==> src/rtl/pipeline_hazard_ctrl_if.sv <==
// ----------------------------------------------------------------------------
// pipeline_hazard_ctrl_if
//   Bundles the hazard-unit view of the 5-stage RV32I pipeline: register
//   specifiers and control bits coming from each stage, the data-memory
//   handshake, and the stall/flush/forwarding controls going back.
//   master : the pipeline datapath (drives stage info, consumes controls)
//   slave  : the hazard controller (consumes stage info, drives controls)
// ----------------------------------------------------------------------------
interface pipeline_hazard_ctrl_if;

    // Register specifiers per stage
    logic [4:0] rs1_D;
    logic [4:0] rs2_D;
    logic [4:0] rs1_E;
    logic [4:0] rs2_E;
    logic [4:0] rd_E;
    logic [4:0] rd_M;
    logic [4:0] rd_W;

    // Stage control bits
    logic       ctrl_result_E;
    logic       ctrl_register_file_WE_M;
    logic       ctrl_register_file_WE_W;
    logic       branch_taken_E;

    // Data-memory handshake
    logic       dmem_req_M;
    logic       dmem_ready;

    // Pipeline controls
    logic       stall_F;
    logic       stall_D;
    logic       stall_E;
    logic       stall_M;
    logic       flush_D;
    logic       flush_E;
    logic       bubble_W;
    logic [1:0] fwd_a_E;
    logic [1:0] fwd_b_E;
    logic       mem_err;

    modport master (
        output rs1_D, rs2_D, rs1_E, rs2_E, rd_E, rd_M, rd_W,
        output ctrl_result_E, ctrl_register_file_WE_M, ctrl_register_file_WE_W,
        output branch_taken_E, dmem_req_M, dmem_ready,
        input  stall_F, stall_D, stall_E, stall_M, flush_D, flush_E, bubble_W,
        input  fwd_a_E, fwd_b_E, mem_err
    );

    modport slave (
        input  rs1_D, rs2_D, rs1_E, rs2_E, rd_E, rd_M, rd_W,
        input  ctrl_result_E, ctrl_register_file_WE_M, ctrl_register_file_WE_W,
        input  branch_taken_E, dmem_req_M, dmem_ready,
        output stall_F, stall_D, stall_E, stall_M, flush_D, flush_E, bubble_W,
        output fwd_a_E, fwd_b_E, mem_err
    );

endinterface

==> src/rtl/pipeline_hazard_ctrl.sv <==
// ----------------------------------------------------------------------------
// pipeline_hazard_ctrl
//   Hazard/sequencing controller for the 5-stage RV32I pipeline.
//   - EX-stage operand forwarding selects (MEM result beats WB result).
//   - Load-use stall, taken-branch flush.
//   - Multi-cycle data memory: freezes the whole pipe while the access is
//     outstanding; after MAX_WAIT consecutive wait cycles it enters a sticky
//     error state that only rst_n leaves.
//   Optional feature macro: STALL_COUNTERS_EN adds saturating performance
//   counters perf_lw_stalls / perf_mem_wait / perf_flushes (CNT_W bits).
//   Reset: synchronous, active-low rst_n.
// ----------------------------------------------------------------------------
module pipeline_hazard_ctrl #(
    parameter int MAX_WAIT = 16,
    parameter int CNT_W    = 32
) (
    input  logic                  clk,
    input  logic                  rst_n,
    pipeline_hazard_ctrl_if.slave hz
`ifdef STALL_COUNTERS_EN
    ,
    output logic [CNT_W-1:0]      perf_lw_stalls,
    output logic [CNT_W-1:0]      perf_mem_wait,
    output logic [CNT_W-1:0]      perf_flushes
`endif
);

    // Forwarding select encodings
    localparam logic [1:0] FWD_RF = 2'b00;
    localparam logic [1:0] FWD_M  = 2'b10;
    localparam logic [1:0] FWD_W  = 2'b01;

    // Wait counter only ever reaches MAX_WAIT-1 before the error state,
    // so this width can never wrap.
    localparam int                 WCNT_W    = $clog2(MAX_WAIT + 1);
    localparam logic [WCNT_W-1:0]  LAST_WAIT = WCNT_W'(MAX_WAIT - 1);

    // Reject nonsensical configurations at elaboration time.
    generate
        if (MAX_WAIT < 1 || CNT_W < 1) begin : g_bad_params
            $error("pipeline_hazard_ctrl: MAX_WAIT and CNT_W must both be >= 1");
        end
    endgenerate

    typedef enum logic [1:0] {
        RUN  = 2'd0,
        WAIT = 2'd1,
        ERR  = 2'd2
    } state_e;

    state_e            state;
    state_e            eff_state;
    logic [WCNT_W-1:0] wait_cnt;

    logic mem_stall;
    logic lw_stall;
    logic apply_freeze;
    logic apply_branch;
    logic apply_lw;

    // ------------------------------------------------------------------
    // Forwarding: a producer in MEM is younger than one in WB, so it wins.
    // x0 is never forwarded because it is hardwired to zero.
    // ------------------------------------------------------------------
    function automatic logic [1:0] fwd_sel(
        input logic [4:0] rs,
        input logic       we_m,
        input logic [4:0] rd_m,
        input logic       we_w,
        input logic [4:0] rd_w
    );
        logic [1:0] sel;
        sel = FWD_RF;
        if (we_m && (rd_m != 5'd0) && (rd_m == rs)) begin
            sel = FWD_M;
        end else if (we_w && (rd_w != 5'd0) && (rd_w == rs)) begin
            sel = FWD_W;
        end
        return sel;
    endfunction

    // Forwarding selects for both EX operands, independent of FSM state
    always_comb begin
        hz.fwd_a_E = fwd_sel(hz.rs1_E, hz.ctrl_register_file_WE_M, hz.rd_M,
                             hz.ctrl_register_file_WE_W, hz.rd_W);
        hz.fwd_b_E = fwd_sel(hz.rs2_E, hz.ctrl_register_file_WE_M, hz.rd_M,
                             hz.ctrl_register_file_WE_W, hz.rd_W);
    end

    // ------------------------------------------------------------------
    // Hazard detection and priority resolution.
    // While rst_n is low the registered state may still be WAIT/ERR until
    // the reset edge; the controls must already behave as in RUN.
    // ------------------------------------------------------------------
    assign eff_state = rst_n ? state : RUN;

    assign mem_stall = (eff_state == RUN || eff_state == WAIT)
                       && hz.dmem_req_M && !hz.dmem_ready;

    assign lw_stall  = hz.ctrl_result_E && (hz.rd_E != 5'd0)
                       && ((hz.rd_E == hz.rs1_D) || (hz.rd_E == hz.rs2_D));

    // Post-priority view: ERR > mem_stall > branch > load-use
    assign apply_freeze = (eff_state == ERR) || mem_stall;
    assign apply_branch = !apply_freeze && hz.branch_taken_E;
    assign apply_lw     = !apply_freeze && !hz.branch_taken_E && lw_stall;

    // Drive stall/flush/bubble controls from the resolved hazard
    always_comb begin
        // NOTE: every output gets a default first so no path leaves one unassigned (no latch).
        hz.stall_F  = 1'b0;
        hz.stall_D  = 1'b0;
        hz.stall_E  = 1'b0;
        hz.stall_M  = 1'b0;
        hz.flush_D  = 1'b0;
        hz.flush_E  = 1'b0;
        hz.bubble_W = 1'b0;
        if (apply_freeze) begin
            // Whole pipe holds; the instruction leaving MEM must not write back twice.
            hz.stall_F  = 1'b1;
            hz.stall_D  = 1'b1;
            hz.stall_E  = 1'b1;
            hz.stall_M  = 1'b1;
            hz.bubble_W = 1'b1;
        end else if (apply_branch) begin
            // Wrong-path instructions in IF/ID and ID/EX are discarded.
            hz.flush_D = 1'b1;
            hz.flush_E = 1'b1;
        end else if (apply_lw) begin
            // Hold fetch/decode one cycle and insert a bubble into EX; the
            // bubble clears ctrl_result_E, so the stall lasts exactly one cycle.
            hz.stall_F = 1'b1;
            hz.stall_D = 1'b1;
            hz.flush_E = 1'b1;
        end
    end

    // ------------------------------------------------------------------
    // Memory-wait FSM: counts consecutive wait cycles (the first stalled
    // cycle in RUN counts as one) and traps into ERR on timeout.
    // ------------------------------------------------------------------
    // State, wait counter and sticky error flag
    always_ff @(posedge clk) begin
        // NOTE: sequential state uses non-blocking assignments so all registers update from pre-edge values.
        if (!rst_n) begin
            state    <= RUN;
            wait_cnt <= '0;
            hz.mem_err <= 1'b0;
        end else begin
            case (state)
                RUN, WAIT: begin
                    if (mem_stall) begin
                        if (wait_cnt == LAST_WAIT) begin
                            state      <= ERR;
                            hz.mem_err <= 1'b1;
                        end else begin
                            state    <= WAIT;
                            wait_cnt <= wait_cnt + WCNT_W'(1);
                        end
                    end else begin
                        // Ready arrived (or request withdrawn): resume the pipe.
                        state    <= RUN;
                        wait_cnt <= '0;
                    end
                end
                ERR: begin
                    state      <= ERR;
                    hz.mem_err <= 1'b1;
                end
                default: begin
                    state    <= RUN;
                    wait_cnt <= '0;
                end
            endcase
        end
    end

`ifdef STALL_COUNTERS_EN
    // ------------------------------------------------------------------
    // Performance counters: one increment per cycle in which the matching
    // post-priority condition is applied; saturate at all-ones.
    // ------------------------------------------------------------------
    localparam logic [CNT_W-1:0] CNT_MAX = '1;

    // Saturating event counters
    always_ff @(posedge clk) begin
        if (!rst_n) begin
            perf_lw_stalls <= '0;
            perf_mem_wait  <= '0;
            perf_flushes   <= '0;
        end else begin
            if (apply_lw && perf_lw_stalls != CNT_MAX) begin
                perf_lw_stalls <= perf_lw_stalls + CNT_W'(1);
            end
            if (mem_stall && perf_mem_wait != CNT_MAX) begin
                perf_mem_wait <= perf_mem_wait + CNT_W'(1);
            end
            if (apply_branch && perf_flushes != CNT_MAX) begin
                perf_flushes <= perf_flushes + CNT_W'(1);
            end
        end
    end
`endif

endmodule
==> src/flat_wrapper.sv <==
// flat-port wrapper written by rule: the top's interface ports become plain ports
module pipeline_hazard_ctrl_flat 
#(
    parameter int MAX_WAIT = 16,
    parameter int CNT_W    = 32
)
  (clk, rst_n, hz_rs1_D, hz_rs2_D, hz_rs1_E, hz_rs2_E, hz_rd_E, hz_rd_M, hz_rd_W, hz_ctrl_result_E, hz_ctrl_register_file_WE_M, hz_ctrl_register_file_WE_W, hz_branch_taken_E, hz_dmem_req_M, hz_dmem_ready, hz_stall_F, hz_stall_D, hz_stall_E, hz_stall_M, hz_flush_D, hz_flush_E, hz_bubble_W, hz_fwd_a_E, hz_fwd_b_E, hz_mem_err);
  pipeline_hazard_ctrl_if hz_i ();
  input  logic clk;
  input  logic rst_n;
  input wire logic [$bits(hz_i.rs1_D)-1:0] hz_rs1_D;
  input wire logic [$bits(hz_i.rs2_D)-1:0] hz_rs2_D;
  input wire logic [$bits(hz_i.rs1_E)-1:0] hz_rs1_E;
  input wire logic [$bits(hz_i.rs2_E)-1:0] hz_rs2_E;
  input wire logic [$bits(hz_i.rd_E)-1:0] hz_rd_E;
  input wire logic [$bits(hz_i.rd_M)-1:0] hz_rd_M;
  input wire logic [$bits(hz_i.rd_W)-1:0] hz_rd_W;
  input wire logic [$bits(hz_i.ctrl_result_E)-1:0] hz_ctrl_result_E;
  input wire logic [$bits(hz_i.ctrl_register_file_WE_M)-1:0] hz_ctrl_register_file_WE_M;
  input wire logic [$bits(hz_i.ctrl_register_file_WE_W)-1:0] hz_ctrl_register_file_WE_W;
  input wire logic [$bits(hz_i.branch_taken_E)-1:0] hz_branch_taken_E;
  input wire logic [$bits(hz_i.dmem_req_M)-1:0] hz_dmem_req_M;
  input wire logic [$bits(hz_i.dmem_ready)-1:0] hz_dmem_ready;
  output wire logic [$bits(hz_i.stall_F)-1:0] hz_stall_F;
  output wire logic [$bits(hz_i.stall_D)-1:0] hz_stall_D;
  output wire logic [$bits(hz_i.stall_E)-1:0] hz_stall_E;
  output wire logic [$bits(hz_i.stall_M)-1:0] hz_stall_M;
  output wire logic [$bits(hz_i.flush_D)-1:0] hz_flush_D;
  output wire logic [$bits(hz_i.flush_E)-1:0] hz_flush_E;
  output wire logic [$bits(hz_i.bubble_W)-1:0] hz_bubble_W;
  output wire logic [$bits(hz_i.fwd_a_E)-1:0] hz_fwd_a_E;
  output wire logic [$bits(hz_i.fwd_b_E)-1:0] hz_fwd_b_E;
  output wire logic [$bits(hz_i.mem_err)-1:0] hz_mem_err;
  assign hz_i.rs1_D = hz_rs1_D;
  assign hz_i.rs2_D = hz_rs2_D;
  assign hz_i.rs1_E = hz_rs1_E;
  assign hz_i.rs2_E = hz_rs2_E;
  assign hz_i.rd_E = hz_rd_E;
  assign hz_i.rd_M = hz_rd_M;
  assign hz_i.rd_W = hz_rd_W;
  assign hz_i.ctrl_result_E = hz_ctrl_result_E;
  assign hz_i.ctrl_register_file_WE_M = hz_ctrl_register_file_WE_M;
  assign hz_i.ctrl_register_file_WE_W = hz_ctrl_register_file_WE_W;
  assign hz_i.branch_taken_E = hz_branch_taken_E;
  assign hz_i.dmem_req_M = hz_dmem_req_M;
  assign hz_i.dmem_ready = hz_dmem_ready;
  assign hz_stall_F = hz_i.stall_F;
  assign hz_stall_D = hz_i.stall_D;
  assign hz_stall_E = hz_i.stall_E;
  assign hz_stall_M = hz_i.stall_M;
  assign hz_flush_D = hz_i.flush_D;
  assign hz_flush_E = hz_i.flush_E;
  assign hz_bubble_W = hz_i.bubble_W;
  assign hz_fwd_a_E = hz_i.fwd_a_E;
  assign hz_fwd_b_E = hz_i.fwd_b_E;
  assign hz_mem_err = hz_i.mem_err;
  pipeline_hazard_ctrl #(.MAX_WAIT(MAX_WAIT), .CNT_W(CNT_W)) u_core (.clk(clk), .rst_n(rst_n), .hz(hz_i));
endmodule
==> config.mk <==
export PLATFORM = sky130hd
export DESIGN_NAME = pipeline_hazard_ctrl_flat
export DESIGN_NICKNAME = d
export VERILOG_FILES = /design/src/rtl/pipeline_hazard_ctrl_if.sv /design/src/rtl/pipeline_hazard_ctrl.sv /design/src/flat_wrapper.sv
export SDC_FILE = /design/constraint.sdc
export NUM_CORES = 1
export LEC_CHECK = 0
export ABC_AREA = 1
export BUFFER_PORTS_ARGS = -buffer_cell sky130_fd_sc_hd__buf_2
export CORE_MARGIN = 5
export CORE_UTILIZATION = 43
export DETAILED_ROUTE_END_ITERATION = 8
export PLACE_DENSITY = 0.82
export SYNTH_ARGS = -nofsm -noshare
export SYNTH_HDL_FRONTEND = slang
export SYNTH_SLANG_ARGS = --single-unit
==> constraint.sdc <==
create_clock -name clk -period 1.8 [get_ports clk]
set_input_delay 0.54 -clock clk [delete_from_list [all_inputs] [get_ports clk]]
set_output_delay 0.54 -clock clk [all_outputs]
set_load 0.05 [all_outputs]
==> results_tabular.tex, run 1 <==
\begin{tabular}{lr}
\hline
Metric & Value \\
\hline
\multicolumn{2}{l}{\textbf{Setup path}} \\
Worst-path fanout max & 3 \\
Worst-path cell with the longest stage delay & sky130\_fd\_sc\_hd\_\_xnor2\_1 \\
Capturing element type of the critical path & primary output \\
Arrival time of the worst setup path & 1590 ps \\
Reg2reg path depth & 8 \\
Required time at the worst-slack endpoint & 1260 ps \\
Critical R2R Capture & u\_core.wait\_cnt[1] \\
Start point of the critical path & hz\_rd\_W[2] \\
Type of the setup path with the least slack & in -> out \\
Largest stage delay on the critical path & 220 ps \\
Startpoint Class & input pin \\
CP endpoint & hz\_fwd\_a\_E[0] \\
Cells along the critical path & buf\_2 > xnor2\_1 > nand2\_1 > nor2\_1 > nand2\_2 > nor2\_4 > buf\_8 \\
Slack of the worst reg-to-reg path & 170 ps \\
FF-to-FF Start & u\_core.wait\_cnt[1] \\
\multicolumn{2}{l}{\textbf{Floorplanning}} \\
Overall die area & 3150 um\^{}2 \\
Row count & 16 \\
Die Wd & 56.2 um \\
Number of I/O pins & 55 \\
Effective utilization at floorplan & between 40\% and 50\% \\
Overall die height & 56.2 um \\
Core outline area & 2000 um\^{}2 \\
\multicolumn{2}{l}{\textbf{GRT}} \\
Initial antenna violation count & 0 \\
Global-route wire length before repair & 5.52 mm \\
Largest net degree at the start of global routing & 6 \\
All-layer global routing usage & 21.9\% \\
Grt ovf & 0 \\
Vias in the first global route & 1232 \\
\multicolumn{2}{l}{\textbf{Route}} \\
Number of nets with antenna violations after detailed routing & 0 \\
Average wire per cell in the routed design & about 21 um \\
Final wirelength & between 4 and 5 mm \\
Number of DRC violations after detailed-routing iteration 0 & 69 \\
DRC violation count after routing & 0 \\
Vias & 1334 \\
Routed vias/inst & 5.56 \\
TritonRoute pass-1 iters & 5 \\
\multicolumn{2}{l}{\textbf{Synth}} \\
\#FFs+latches synth & 8 \\
Sequential share of the synthesized area & 17.5\% \\
Post-synthesis net count & 198 \\
Number of flops mapped to enable cells by yosys & 0 \\
Commonest cells in the synthesized netlist & sky130\_fd\_sc\_hd\_\_nand2\_1, sky130\_fd\_sc\_hd\_\_inv\_1, sky130\_fd\_sc\_hd\_\_nor2\_1, sky130\_fd\_sc\_hd\_\_xnor2\_1, sky130\_fd\_sc\_hd\_\_nand3\_1 \\
Largest family of logic cells by synthesized area & simple AND/OR/NAND/NOR gates \\
Post-Syn Instances & 153 \\
Distinct cells, synth & 21 \\
Portion of netlist area occupied by mux cells & 0\% \\
Async SR Flop Fraction & 0\% \\
Post-Syn Area per Cell & 5.99 um\^{}2 \\
Cell taking the most area after synthesis & sky130\_fd\_sc\_hd\_\_dfxtp\_1 \\
Area share of and/or/nand/nor cells after synthesis & 38.0\% \\
Most used flip-flop cell after synthesis & sky130\_fd\_sc\_hd\_\_dfxtp\_1 \\
Mapped cell area & 916 um\^{}2 \\
Share of Yosys cell area claimed by the top area cell type & 17.5\% \\
Adder-cell area share of the yosys netlist & 2.73\% \\
Leading cell types by total area after synthesis & sky130\_fd\_sc\_hd\_\_dfxtp\_1, sky130\_fd\_sc\_hd\_\_nand2\_1, sky130\_fd\_sc\_hd\_\_xnor2\_1 \\
Yosys warning total & 0 \\
Fraction of the mapped netlist area in compound gates & 6.28\% \\
Most common cell in the synthesized netlist & sky130\_fd\_sc\_hd\_\_nand2\_1 \\
Synth Area in XOR/XNOR & 22.0\% \\
\multicolumn{2}{l}{\textbf{Timing}} \\
Worst clock skew & 2.29 ps \\
Count of endpoints failing setup in the final report & 8 \\
Tightest slew margin relative to the limit & $\sim$77\% \\
Number of max-slew violations in the final report & 0 \\
Period Utilization, post-route & 118\% \\
Highest clock frequency the design can meet & roughly 470 MHz \\
Worst Slack Setup Final & -333 ps \\
Time the final worst path needs with I/O delays and setup & roughly 2100 ps \\
Fin. Hold Viols & 0 \\
Slew at the pin with the worst max-slew slack & 341 ps \\
Setup repair after global routing missed its margin & yes \\
\multicolumn{2}{l}{\textbf{Clocking}} \\
TritonCTS clock tree & done \\
Deepest level of the CTS H-tree & 1 \\
Number of clock buffers inserted by TritonCTS & 3 \\
Cell at the root of the clock tree & sky130\_fd\_sc\_hd\_\_clkbuf\_4 \\
Number of hold buffers added after CTS & 0 \\
Clock-pin slew on the worst setup and hold paths & 50 ps \\
Number of clock sinks & 8 \\
Maximum count of clock buffers along a single path & 2 \\
Clock Latency Late Sink & 260 ps \\
\multicolumn{2}{l}{\textbf{Power and ir drop}} \\
Power per cell area & just over 400 nW/um\^{}2 \\
Worst-case vdd ir drop & between 0.4 and 0.5 mV \\
Final Total Pwr & around 0.77 mW \\
Leakage power of the design & between 0.9 and 1 nW \\
\multicolumn{2}{l}{\textbf{Placed design}} \\
Final estimated routing congestion in global placement & 0.868 \\
Post-placement setup slack & -289 ps \\
Post-placement cell count & around 240 \\
Detail Placement HPWL & between 2 and 2.5 mm \\
Port Buffers & between 50 and 60 \\
\multicolumn{2}{l}{\textbf{Final layout}} \\
Final cell count without fillers & 240 \\
Layout Area Growth over Synthesis & 108\% \\
Number of antenna diodes & 0 \\
Share of layout cells above drive strength 1 & $\sim$60\% \\
Fill cell total of the finished layout & 51 \\
Net count reported at finish & between 200 and 300 \\
\multicolumn{2}{l}{\textbf{Worst hold path}} \\
Hold crit path type & reg -> reg \\
\multicolumn{2}{l}{\textbf{Outcome}} \\
Result of the run & complete, but fails checks \\
Failing checks & negative setup slack \\
\multicolumn{2}{l}{\textbf{Flow run}} \\
Max capacitance violation total & 0 \\
\hline
\end{tabular}
==> cell type report <==
cell class / instances / area [um^2] / share of cell area [%]
repair buffers: 60 / 617 / 32.3
clock buffers: 3 / 22.5 / 1.18
flip-flops and latches: 8 / 164 / 8.60
well taps: 27 / 33.8 / 1.77
multi-input cells: 115 / 963 / 50.5
inverters: 27 / 106 / 5.58
==> worst min-delay path by stage <==
stage | endpoint | start | cells past startpoint | slack (ps)
final | u_core.hz.mem_err | u_core.hz.mem_err | 2 | 440
after global routing | u_core.hz.mem_err | u_core.hz.mem_err | 2 | 480
after CTS | u_core.hz.mem_err | u_core.hz.mem_err | 2 | 450
after detailed placement | u_core.hz.mem_err | u_core.hz.mem_err | 2 | 440
after global placement | u_core.hz.mem_err | u_core.hz.mem_err | 2 | 430
after floorplan | u_core.wait_cnt[4] | u_core.wait_cnt[4] | 2 | 430
==> layout by cell type (no fill, tap or decap), drive strengths merged, types with 4 or more instances in the layout <==
| cell | Yosys | routed |
|---|---|---|
| buf | 3 | 60 |
| dfxtp | 8 | 8 |
| nand3 | 10 | 10 |
| nor2 | 21 | 21 |
| o21ai | 4 | 4 |
| inv | 27 | 27 |
| xnor2 | 16 | 16 |
| nand2 | 42 | 42 |
| xor2 | 7 | 7 |
| nor3 | 4 | 4 |
==> cell families after synthesis <==
kind of cell / after synthesis
and+or+nand+nor: 81
buffers and inverters: 30
xor gates and xnor gates: 23
AOI/OAI and AO/OA: 9
DFF: 8
adders and majority gates: 2
==> report_power, final <==
| group | leakage (nW) | internal (mW) | switching (mW) | total [mW] |
|---|---|---|---|---|
| clock network | 0.0138 | 0.0767 | 0.0676 | 0.144 |
| registers | 0.0656 | 0.179 | 0.00322 | 0.182 |
| logic | 0.842 | 0.216 | 0.228 | 0.444 |
| total | 0.921 | 0.472 | 0.299 | 0.771 |
==> state kept, by name (all words and copies together), names as in the netlist <==
name               count
u_core.wait_cnt        5
u_core.hz.mem_err      1
u_core.state           2
==> stage by stage <==
step           util [%]  cell area (um^2)  TNS (ps)  hold slack, ps
2_1_floorplan         -              1050     -1150             433
3_5_place_dp       68.0              1360     -2170             435
5_1_grt            95.3              1910     -2130             482
6_report           95.3              1910     -1670             443
4_1_cts            82.7              1660      -706             445
3_3_place_gp       68.0              1360     -1840             434
==> routing by layer <==
metal	GRT usage [%]	vias up	share of wire [%]
li1	-	590	-
met1	22.7	616	37
met2	40.4	103	49
met3	4.41	25	8.6
met4	12.2	0	5.4
met5	0	-	0
==> critical path: cells and delay by family <==
| kind | cells | cell delay, ps |
|---|---|---|
| and+or+nand+nor | 4 | 560 |
| xor gates and xnor gates | 1 | 220 |
| buffers and inverters | 2 | 280 |
==> what timing repair did <==
item | CTS | global route
cloned | 0 | 0
pin swaps | 38 | 25
buffers inserted | 0 | 1
setup endpoints to repair | 11 | 10
gates resized for setup | 78 | 63
(Power assumes the default switching activity.)
==> run 2, diff against run 1 <==
--- a/config.mk
+++ b/config.mk
@@ -9,6 +9,7 @@
 export BUFFER_PORTS_ARGS = -buffer_cell sky130_fd_sc_hd__buf_2
 export CORE_MARGIN = 5
 export CORE_UTILIZATION = 43
+export CTS_BUF_LIST = sky130_fd_sc_hd__clkbuf_16
 export DETAILED_ROUTE_END_ITERATION = 8
 export PLACE_DENSITY = 0.82
 export SYNTH_ARGS = -nofsm -noshare
==> run 2 against run 1 <==
Against the previous run: the flow still finishes with violations (negative setup slack); register-to-register slack worse by 450 ps; sequential share of layout area decreased by 0.23 points; sequential power about the same; critical path depth grew 1; die area stayed put; count of clock-buffer cells in the layout is the same; hold slack improved by 30 ps; final area grew 2.7%; largest power group unchanged; combinational power up 3%; setup slack improved by 53 ps; final cell count fell by 0.42%; utilization is 2.6 points higher.
==> results_tabular.tex, run 2 (synthesis gave the netlist of run 1 again) <==
\begin{tabular}{lr}
\hline
Metric & Value \\
\hline
\multicolumn{2}{l}{\textbf{Outcome}} \\
Result of the run & complete, but fails checks \\
Failing checks & negative setup slack \\
\multicolumn{2}{l}{\textbf{Floorplanning}} \\
Effective utilization at floorplan & 45.7\% \\
Row count & 16 \\
Overall die area & 3150 um\^{}2 \\
Core outline area & 2000 um\^{}2 \\
Overall die height & 56.2 um \\
Number of I/O pins & 55 \\
Die Wd & 56.2 um \\
\multicolumn{2}{l}{\textbf{Final layout}} \\
Design area & 1960 um\^{}2 \\
Net count reported at finish & 259 \\
Number of antenna diodes & 0 \\
Layout Area Growth over Synthesis & 114\% \\
Largest registers in the final layout & u\_core.wait\_cnt (5), u\_core.state (2), u\_core.hz.mem\_err (1) \\
Most used cells in the layout excluding fill and tap cells & sky130\_fd\_sc\_hd\_\_buf\_6, sky130\_fd\_sc\_hd\_\_nand2\_2, sky130\_fd\_sc\_hd\_\_inv\_1, sky130\_fd\_sc\_hd\_\_nand2\_1, sky130\_fd\_sc\_hd\_\_buf\_2 \\
Commonest non-fill, non-tap cell in the layout & sky130\_fd\_sc\_hd\_\_buf\_6 \\
Final Core Density & 97.8\% \\
Fill cell total of the finished layout & 27 \\
Final cell count without fillers & 239 \\
Top register by number of flip-flops & u\_core.wait\_cnt \\
Share of layout cells above drive strength 1 & 64.6\% \\
Largest register FFs & 5 \\
\multicolumn{2}{l}{\textbf{Timing}} \\
Fin. Hold Viols & 0 \\
Sum of negative setup slack & -2200 ps \\
Time the final worst path needs with I/O delays and setup & about 2100 ps \\
Tightest slew margin relative to the limit & 75.2\% \\
Final hold slack & 473 ps \\
Count of endpoints failing setup in the final report & 17 \\
Worst clock skew & about 0.41 ps \\
Highest clock frequency the design can meet & between 400 and 500 MHz \\
Worst Slack Setup Final & -280 ps \\
Setup repair after global routing missed its margin & yes \\
Number of max-slew violations in the final report & 0 \\
Slew at the pin with the worst max-slew slack & 369 ps \\
Period Utilization, post-route & 116\% \\
\multicolumn{2}{l}{\textbf{Power and ir drop}} \\
Proportion of power drawn by the clock network & 36.9\% \\
Power share of the combinational group & between 40 and 50\% \\
Worst-case vdd ir drop & roughly 0.76 mV \\
Final Total Pwr & 1.01 mW \\
Flop pwr share & between 10\% and 20\% \\
Net switching share of the total power & 33.4\% \\
Power dissipated by switching net loads & between 0.3 and 0.4 mW \\
Leakage power of the design & 0.959 nW \\
Pint & 0.676 mW \\
Power per cell area & 518 nW/um\^{}2 \\
\multicolumn{2}{l}{\textbf{GRT}} \\
Global-route wire length before repair & 6.69 mm \\
All-layer global routing usage & 27.2\% \\
Largest net degree at the start of global routing & 6 \\
Initial antenna violation count & 0 \\
Grt ovf & 0 \\
Vias in the first global route & 1401 \\
\multicolumn{2}{l}{\textbf{Setup path}} \\
Required time at the worst-slack endpoint & 1920 ps \\
Arrival time of the worst setup path & 2200 ps \\
Largest stage delay on the critical path & 390 ps \\
Cells along the critical path & ha\_1 > nand2\_1 > nor2\_1 > ha\_1 > nand4\_1 > nand2\_4 > nand2\_2 > a21oi\_1 \\
Worst-path fanout max & 5 \\
Capturing element type of the critical path & flop \\
Cell mode on critical path & sky130\_fd\_sc\_hd\_\_ha\_1 \\
Worst-path cell with the longest stage delay & sky130\_fd\_sc\_hd\_\_dfxtp\_1 \\
Startpoint Class & flop \\
Type of the setup path with the least slack & reg -> reg \\
\multicolumn{2}{l}{\textbf{Placed design}} \\
Port Buffers & 54 \\
Post-DP Area & 1360 um\^{}2 \\
Post-placement setup slack & -289 ps \\
Detail Placement HPWL & 2.47 mm \\
Final estimated routing congestion in global placement & roughly 0.87 \\
Post-placement cell count & 236 \\
\multicolumn{2}{l}{\textbf{Route}} \\
Average wire per cell in the routed design & $\sim$26 um \\
DRC violation count after routing & 0 \\
Routed vias/inst & between 6 and 7 \\
Final wirelength & about 6.1 mm \\
TritonRoute pass-1 iters & 5 \\
Vias & 1486 \\
Number of DRC violations after detailed-routing iteration 0 & 142 \\
Number of nets with antenna violations after detailed routing & 0 \\
\multicolumn{2}{l}{\textbf{Clocking}} \\
Clock-pin slew on the worst setup and hold paths & 40 ps \\
Number of clock buffers inserted by TritonCTS & 3 \\
Number of hold buffers added after CTS & 0 \\
Clock Latency Late Sink & 230 ps \\
TritonCTS clock tree & done \\
Number of clock sinks & 8 \\
Cell at the root of the clock tree & sky130\_fd\_sc\_hd\_\_clkbuf\_16 \\
Maximum count of clock buffers along a single path & 2 \\
Deepest level of the CTS H-tree & 1 \\
\multicolumn{2}{l}{\textbf{Worst hold path}} \\
Hold crit path type & reg -> reg \\
\multicolumn{2}{l}{\textbf{Flow run}} \\
Max capacitance violation total & 0 \\
\hline
\end{tabular}
==> run 2: cell count changes in the layout (fill, tap and decap cells not counted), sizes merged <==
cell,delta
buf,-1
==> run 2: path summary, 6_finish.rpt <==
| path | start | depth (start not counted) | slack [ps] | endpoint |
|---|---|---|---|---|
| hold / removal | u_core.hz.mem_err | 2 | 470 | u_core.hz.mem_err |
| hold reg to reg | u_core.hz.mem_err | 2 | 470 | u_core.hz.mem_err |
| setup reg to reg | u_core.wait_cnt[1] | 8 | -280 | u_core.wait_cnt[1] |
| setup / recovery | u_core.wait_cnt[1] | 8 | -280 | u_core.wait_cnt[1] |
==> run 2: routing by layer <==
| metal | GRT usage [%] | up-vias | part of all wire (%) |
|---|---|---|---|
| li1 | - | 586 | - |
| met2 | 49.2 | 155 | 48 |
| met3 | 3.71 | 53 | 9.0 |
| met1 | 27.8 | 692 | 35 |
| met4 | 20.7 | 0 | 7.9 |
| met5 | 0 | - | 0 |
==> run 2: repair_timing <==
item | CTS | global route
gates cloned | 0 | 0
gates resized for setup | 87 | 61
setup buffers | 0 | 1
pin swaps | 41 | 30
setup endpoints to repair | 11 | 9
endpoints found under the hold margin | 0 | 0
==> run 2: layout make-up <==
type	instances	area (um^2)	area share [%]
Clock buffer	3	75.1	3.83
Inverter	27	109	5.56
Multi-Input combinational cell	115	976	49.8
Sequential cell	8	164	8.37
Tap cell	27	33.8	1.73
Timing Repair Buffer	59	601	30.7
==> run 2: power groups by stage <==
stage	sequential (mW)	combinational [mW]	clock [mW]
finish	0.184	0.456	0.374
global route	0.184	0.473	0.387
CTS	0.185	0.348	0.375
detailed placement	0.187	0.269	0
global placement	0.187	0.259	0
floorplan	0.187	0.166	0
==> run 2: worst max-delay path, delay by kind of cell, from the launching register on <==
kind	cells	cell delay, ps
AND/OR/NAND/NOR	5	850
adder cells (fa/ha/maj)	2	450
flip-flops	1	390
AO/OA/AOI/OAI	1	290
